## src/rtl/dp_ram_core.sv

```systemverilog
// Dual-port RAM with post-reset hardware clear, port-A-wins
// write collisions and a saturating collision counter.
module dp_ram_core #(
    parameter int DEPTH = 8,
    parameter int WIDTH = 8,
    parameter int CNT_W = 8
) (
    input  logic                     clk,
    input  logic                     rst,
    input  logic                     w_en_a,
    input  logic [$clog2(DEPTH)-1:0] addr_a,
    input  logic [WIDTH-1:0]         data_in_a,
    output logic [WIDTH-1:0]         data_out_a,
    input  logic                     w_en_b,
    input  logic [$clog2(DEPTH)-1:0] addr_b,
    input  logic [WIDTH-1:0]         data_in_b,
    output logic [WIDTH-1:0]         data_out_b,
    output logic                     busy,
    output logic                     collision,
    output logic [CNT_W-1:0]         collision_cnt
);

    localparam int AW = $clog2(DEPTH);

    typedef enum logic {
        INIT,
        READY
    } state_t;

    state_t           state_q;
    logic [AW-1:0]    clr_ptr_q;
    logic             busy_q;
    logic             coll_q;
    logic [CNT_W-1:0] cnt_q;
    logic [WIDTH-1:0] dout_a_q;
    logic [WIDTH-1:0] dout_b_q;
    logic [WIDTH-1:0] mem_q [DEPTH];

    logic             ready;
    logic             coll_d;
    logic [CNT_W-1:0] cnt_d;
    logic [WIDTH-1:0] dout_a_d;
    logic [WIDTH-1:0] dout_b_d;
    logic             mem_we_a;
    logic [AW-1:0]    mem_addr_a;
    logic [WIDTH-1:0] mem_wdata_a;
    logic             mem_we_b;

    always_comb begin
        ready       = (state_q == READY);
        coll_d      = ready && w_en_a && w_en_b && (addr_a == addr_b);
        // Write port A doubles as the clear port while in INIT.
        mem_we_a    = ready ? w_en_a : 1'b1;
        mem_addr_a  = ready ? addr_a : clr_ptr_q;
        mem_wdata_a = ready ? data_in_a : '0;
        mem_we_b    = ready && w_en_b && !coll_d;

        dout_a_d = dout_a_q;
        dout_b_d = dout_b_q;
        if (ready) begin
            dout_a_d = w_en_a ? data_in_a : mem_q[addr_a];
            if (coll_d) begin
                dout_b_d = data_in_a;
            end else begin
                dout_b_d = w_en_b ? data_in_b : mem_q[addr_b];
            end
        end

        cnt_d = cnt_q;
        if (coll_d && !(&cnt_q)) begin
            cnt_d = cnt_q + 1'b1;
        end
    end

    always_ff @(posedge clk or posedge rst) begin
        if (rst) begin
            state_q   <= INIT;
            clr_ptr_q <= '0;
            busy_q    <= 1'b1;
            coll_q    <= 1'b0;
            cnt_q     <= '0;
            dout_a_q  <= '0;
            dout_b_q  <= '0;
        end else begin
            coll_q   <= coll_d;
            cnt_q    <= cnt_d;
            dout_a_q <= dout_a_d;
            dout_b_q <= dout_b_d;
            unique case (state_q)
                INIT: begin
                    clr_ptr_q <= clr_ptr_q + 1'b1;
                    if (clr_ptr_q == AW'(DEPTH - 1)) begin
                        state_q <= READY;
                        busy_q  <= 1'b0;
                    end
                end
                READY: begin
                    state_q <= READY;
                end
                default: begin
                    state_q <= INIT;
                end
            endcase
        end
    end

    // While rst is held the FSM sits in INIT at pointer 0, so the
    // only write that can land is a harmless zero to word 0.
    always_ff @(posedge clk) begin
        if (mem_we_a) begin
            mem_q[mem_addr_a] <= mem_wdata_a;
        end
        if (mem_we_b) begin
            mem_q[addr_b] <= data_in_b;
        end
    end

    assign data_out_a    = dout_a_q;
    assign data_out_b    = dout_b_q;
    assign busy          = busy_q;
    assign collision     = coll_q;
    assign collision_cnt = cnt_q;

endmodule
```

## config.mk

```make
export PLATFORM = sky130hd
export DESIGN_NAME = dp_ram_core
export DESIGN_NICKNAME = d
export VERILOG_FILES = /design/src/rtl/dp_ram_core.sv
export SDC_FILE = /design/constraint.sdc
export NUM_CORES = 1
export LEC_CHECK = 0
export CAP_MARGIN = 20
export CELL_PAD_IN_SITES_DETAIL_PLACEMENT = 1
export CELL_PAD_IN_SITES_GLOBAL_PLACEMENT = 1
export CORE_MARGIN = 2
export CORE_UTILIZATION = 45
export CTS_BUF_LIST = sky130_fd_sc_hd__clkbuf_4 sky130_fd_sc_hd__clkbuf_8
export CTS_CLUSTER_SIZE = 16
export DETAILED_ROUTE_END_ITERATION = 16
export HOLD_SLACK_MARGIN = 0.06
export PLACE_DENSITY = 0.87
export RECOVER_POWER = 50
export SLEW_MARGIN = 20
export SYNTH_ARGS = -nofsm -noshare
export SYNTH_HDL_FRONTEND = slang
export SYNTH_SLANG_ARGS = --single-unit
```

## constraint.sdc

```tcl
create_clock -name clk -period 3.15 [get_ports clk]
set_input_delay 0.63 -clock clk [delete_from_list [all_inputs] [get_ports clk]]
set_output_delay 0.63 -clock clk [all_outputs]
set_load 0.01 [all_outputs]
```

==> results of run 1 <==
[metal layers]
layer  wire length, um  track usage (%)  up-vias
li1                  -                -     1962
met1              6846            35.43     2206
met2              8255            45.17      214
met3              1026            2.859       47
met4               594            11.54        0
met5                 0                0        -
[cell type report]
class / count / area, um^2 / area share, %
flip-flops and latches: 94 / 2674 / 42.76
inverters: 9 / 35.03 / 0.5602
clock inverters: 7 / 72.57 / 1.160
multi-input cells: 359 / 2454 / 39.24
repair buffers: 82 / 710.7 / 11.36
clock buffers: 9 / 123.9 / 1.981
well taps: 147 / 183.9 / 2.941
[metrics by stage]
stage	cell area, um^2	std cells
finish	6254	707
CTS	6350	707
global placement	6153	691
global route	6254	707
detailed placement	6153	691
floorplan	5502	506
[cell usage in the layout, fill, tap and decap left out, types with 7 or more instances in the layout]
cell type	instances
nand2_1	90
edfxtp_1	64
o21ai_0	52
o21ai_1	29
dfrtp_1	29
dlygate4sd3_1	29
a21oi_1	23
clkdlybuf4s50_1	22
buf_4	20
mux2_2	18
mux4_2	16
a22oi_1	14
mux2i_1	13
nor2_1	11
clkbuf_8	9
inv_1	8
o21bai_1	8
xnor2_1	7
clkbuf_2	7
[sequential cells by signal, summed over array words and instances (netlist names)]
| name | count |
|---|---|
| busy | 1 |
| ready | 1 |
| collision_cnt | 8 |
| mem_q | 64 |
| data_out_b | 8 |
| data_out_a | 8 |
| clr_ptr_q | 3 |
| collision | 1 |
[cells by family after synthesis]
kind of cell / Yosys count / share of synthesized area [%]
xor gates and xnor gates: 11 / 1.751
DFF: 94 / 48.60
and+or+nand+nor: 148 / 14.10
muxes: 47 / 12.60
buffers and inverters: 53 / 5.709
adders and majority gates: 3 / 0.6824
AOI/OAI and AO/OA: 150 / 16.56
[worst paths after layout]
check                               start  slack [ns]  cells past startpoint          endpoint
worst max-delay path            addr_b[0]        0.25                      9       mem_q[5][4]
worst min-delay path                 busy        0.49                      1              busy
worst max register to register      ready        0.42                      5       mem_q[5][1]
worst min register to register       busy        0.49                      1              busy
max in group asynchronous             rst        1.00                      3  collision_cnt[1]
min in group asynchronous             rst        1.23                      3             ready
[cell usage after synthesis, drive strengths merged (5+ instances only)]
cell type  number
nor2b           5
dfrtp          29
nor2           11
inv             8
o21bai          8
edfxtp         64
a22oi          14
mux2i          13
buf            28
nand2b          5
nand3           5
clkbuf         16
o21ai          81
xnor2           7
nor3            7
mux4           16
mux2           18
a21oi          24
nand4           5
nand2          90
[where the power goes]
part / switching (mW) / internal (mW) / leakage [nW]
Combinational: 0.266 / 0.204 / 1.21
Sequential: 0.0464 / 1.38 / 0.962
Clock: 0.464 / 0.370 / 0.0976
[critical path, delay by kind of cell]
kind	cells	cell delay [ns]
buffers and inverters	4	1.32
and+or+nand+nor	3	0.78
xor gates and xnor gates	1	0.19
AOI/OAI and AO/OA	1	0.10
==> run metrics, run 1 <==
first-pass GRT wire length=between 20000 and 30000 um; post-CTS setup buffer count=0; row count=40; RSZ-0062 raised after global routing=false; CTS Hold Buffers Added=0; clock sinks=between 90 and 100; Inserted Clock Buffers=9; setup tns final=0 ns; layout cell share with drive strength beyond 1=between 15 and 20%; cells after synthesis=506; Post-layout nets=a little under 600; endpoints failing setup=0; worst path arrival time=~3 ns; fmax=345.2 MHz; ranking of synthesized cells by area=edfxtp_1 35%, dfrtp_1 13%, mux4_2 6.5%; synthesis-stage register bit count=94; clk buf depth=2; global route total overflow=0; Pre-antenna DRT Iters=5; Worst Tran Pin Value=1.577 ns; Yosys top cell area share=34.93%; DRC=0; CP required=3.28 ns; clk slew on worst S/H paths=0.10 ns; final critical-path required period=2.897 ns; initial antenna violation count=0; slew margin rel.=-5.117%; Layout Utilization=a little over half; Core Box Area=11960 um^2; port bufs=51; Initial Util=between 40% and 50%; Synth Net Count=roughly 540; Max stage delay cell, worst path=dlygate4sd3_1; overall fraction of global-route tracks in use=roughly 27%; Critical Path End Type=register; Critical Path Source Type=input port; Hold Crit Class=register to register; max cap viols=1; EDFF count, synth=64; Final Max Slew Viols=31; Crit Path Class=input port to register; cts repair resizes=0; synth unique cells=54; Post-Synthesis Cell Area=5502 um^2; Primary FF master, synth=edfxtp_1; DRT iter0 DRCs=about 440; critical-path cell list=dlygate4sd3_1 > xor2_1 > or4_4 > clkinvlp_2 > buf_4 > nor3_1 > clkbuf_2 > nand2_1 > o21ai_1; post-route ant nets=0; RD Place Congestion=around 0.89; area delta synth->final=13.67%; post-DP HPWL=between 10000 and 15000 um; sequential element share of the synthesized area=between 40% and 50%; Final Hold Fails=0; Worst Clk Skew=between 0.01 and 0.015 ns; Root Driver=clkbuf_8; Min Hold Slack=about 0.49 ns; Vias/cell=approximately 6.3; CTS tree=done; status=finished with violations; critical path's largest stage delay=between 0.6 and 0.7 ns; Lkg Pwr=2.271 nW; die area=roughly 13000 um^2; vias in the first global route=4607; PwrDens=437.3 nW/um^2; WL/cell=about 24 um; setup slack at placement=~0.069 ns; Die H=114.6 um; clock latency at the later pin of the worst-skew pair=~0.38 ns; largest net degree at the start of global routing=31; I/O pins=52; PnR worst setup slack=between 0.2 and 0.3 ns; syn_area_per_cell=approximately 11 um^2; CTS H-tree lvls=3; peak supply drop=about 0.17 mV; ant diodes=0; Detailed Route WL=roughly 17000 um; Synth area leader=edfxtp_1; Pwr Total=~2.7 mW; Yosys warning total=0; die width=114.6 um; Vias=approximately 4400; fin crit share=91.96%; fillcell total=between 1000 and 1500; Post-synth ARST share=a little under a third; failing checks=max-capacitance violations, max-slew violations; Crit Path Max Fanout=16
Note: power is estimated with default switching activity, not from simulation.
==> inputs of run 2 (changes only) <==
RECOVER_POWER = default   (was 50)
==> run metrics, run 2 (synthesis gave the netlist of run 1 again) <==
status=complete, no violations; RR Endpoint=mem_q[3][2]; vias in the first global route=4607 (unchanged); slew margin rel.=37.40% (+43 points); DRT iter0 DRCs=396 (-9.4%); CTS Hold Buffers Added=0 (unchanged); critical path's largest stage delay=0.50 ns (-0.12 ns); Post-layout nets=584 (unchanged); setup slack at placement=0.06864 ns (unchanged); post-CTS setup buffer count=0 (unchanged); Final Max Slew Viols=0 (-100%); Critical Path Source Type=input port; critical-path cell list=clkdlybuf4s50_1 > buf_4 > buf_4 > nand3b_1 > nor3_4 > o21bai_1; Crit. Startpoint=addr_b[0]; area delta synth->final=15.42%; fin crit share=87.16% (-4.8 points); port bufs=51 (unchanged); max cap viols=0 (-1); Crit Path Max Fanout=18 (+2); DRC=0 (unchanged); clock latency at the later pin of the worst-skew pair=0.39 ns (about the same); clk slew on worst S/H paths=0.10 ns (about the same); WL/cell=23.72 um (+0.30%); critical path depth in cells=6 (-3); RSZ-0062 raised after global routing=false; Initial Util=45.99% (unchanged); peak supply drop=0.1750 mV (+3.0%); cts repair resizes=0 (unchanged); post-DP HPWL=12520 um (unchanged); Critical Path End Type=register; R2R depth=6 (+1); CTS H-tree lvls=3 (unchanged); clock sinks=94 (unchanged); Inserted Clock Buffers=9 (unchanged); Pre-antenna DRT Iters=5 (unchanged); WP buf/inv=3 (-1); Die H=114.6 um (unchanged); max FFs per register=64 (unchanged); RD Place Congestion=0.8929 (unchanged); commonest cells after routing, fill and taps aside=90 x nand2_1, 64 x edfxtp_1, 51 x clkdlybuf4s50_1; Max stage delay cell, worst path=clkdlybuf4s50_1; Crit path max-delay family=buffers and inverters; layout cell share with drive strength beyond 1=18.21% (+1.8 points); Biggest register=mem_q; fmax=364.2 MHz (+5.5%); CTS tree=done; Crit Path Class=input port to register; die width=114.6 um (unchanged); flop-to-flop setup slack=0.71 ns (+0.29 ns); most frequent CP cell=buf_4; wire length on met3=868 um (-15%); Worst Tran Pin Value=0.9370 ns (-0.6397 ns); most common cell after layout, fill and taps aside=nand2_1; die area=13130 um^2 (unchanged); met2 wire length=8418 um (+2.0%); Worst Clk Skew=0.01376 ns (+0.002620 ns); met1 WL=6919 um (+1.1%); fillcell total=1323 (-0.68%); Vias/cell=6.273 (+0.14%); Hold Crit Class=register to register; I/O pins=52 (unchanged); worst path arrival time=2.76 ns (-0.26 ns); first-pass GRT wire length=26590 um (unchanged); Final Hold Fails=0 (unchanged); Vias=4435 (+0.14%); setup tns final=0 ns (unchanged); ant diodes=0 (unchanged); row count=40 (unchanged); clk buf depth=2 (unchanged); PnR worst setup slack=0.4043 ns (+0.1512 ns); CP required=3.16 ns (-0.12 ns); largest net degree at the start of global routing=31 (unchanged); reg-to-reg startpoint=ready; global route total overflow=0 (unchanged); Core Box Area=11960 um^2 (unchanged); PwrDens=435.9 nW/um^2 (-0.33%); crit path to=mem_q[6][0]; initial antenna violation count=0 (unchanged); Root Driver=clkbuf_8; final critical-path required period=2.746 ns (-0.1512 ns); Detailed Route WL=16770 um (+0.30%); overall fraction of global-route tracks in use=26.88% (unchanged); Lkg Pwr=2.266 nW (-0.21%); endpoints failing setup=0 (unchanged); Layout Utilization=53.09% (+0.81 points); max layer used=met4; post-route ant nets=0 (unchanged)
-- run 2: cell types whose count changed in the layout (fill, tap and decap cells not counted), moves of 3 or more --
cell | before | now
clkbuf_1 | 4 | 0
clkdlybuf4s50_1 | 22 | 51
buf_4 | 20 | 31
o21ai_1 | 29 | 39
nor3_4 | 3 | 6
dlygate4sd3_1 | 29 | 0
nor3_1 | 4 | 1
o21ai_0 | 52 | 42
clkbuf_2 | 7 | 0
-- run 2: worst reg2reg max path: stages (launching register included) --
cell      delay [ns]
dfrtp_1         0.60
nand3_1         0.18
or4_4           0.47
clkinv_4        0.08
buf_4           0.27
nor3_4          0.09
o21bai_1        0.40
-- run 2: worst min-delay path by stage --
| stage | slack, ns | end | depth (start not counted) | startpoint |
|---|---|---|---|---|
| 6_report | 0.49 | busy | 1 | busy |
| 5_1_grt | 0.51 | busy | 1 | busy |
| 4_1_cts | 0.49 | busy | 1 | busy |
| 3_5_place_dp | 0.47 | data_out_b[7] | 2 | data_out_b[7] |
| 3_3_place_gp | 0.47 | busy | 1 | busy |
| 2_1_floorplan | 0.49 | clr_ptr_q[0] | 1 | clr_ptr_q[0] |
-- run 2: per-stage QoR --
| step | total power [mW] | cell area [um^2] | hold WS (ns) | cells |
|---|---|---|---|---|
| global route | 2.855 | 6350 | 0.5103 | 707 |
| finish | 2.768 | 6350 | 0.4901 | 707 |
| CTS | 2.759 | 6350 | 0.4949 | 707 |
| detailed placement | 1.950 | 6153 | 0.4718 | 691 |
| floorplan | 1.730 | 5502 | 0.4853 | 506 |
| global placement | 1.919 | 6153 | 0.4697 | 691 |
-- run 2: cell type report --
| class | count | area (um^2) | area share [%] |
|---|---|---|---|
| inverters | 9 | 38.79 | 0.6108 |
| clock buffers | 9 | 123.9 | 1.951 |
| multi-input cells | 359 | 2514 | 39.59 |
| well taps | 147 | 183.9 | 2.897 |
| repair buffers | 82 | 743.2 | 11.70 |
| clock inverters | 7 | 72.57 | 1.143 |
| flip-flops and latches | 94 | 2674 | 42.11 |
-- run 2: power breakdown --
| part | switching (mW) | total (mW) | internal (mW) |
|---|---|---|---|
| Clock | 0.468 | 0.839 | 0.370 |
| Sequential | 0.0476 | 1.43 | 1.38 |
| Combinational | 0.273 | 0.497 | 0.224 |
-- run 2: per-layer routing --
layer / vias up / global-route usage (%)
li1: 1963 / -
met1: 2255 / 35.43
met2: 175 / 45.17
met3: 42 / 2.859
met4: 0 / 11.54
met5: - / 0
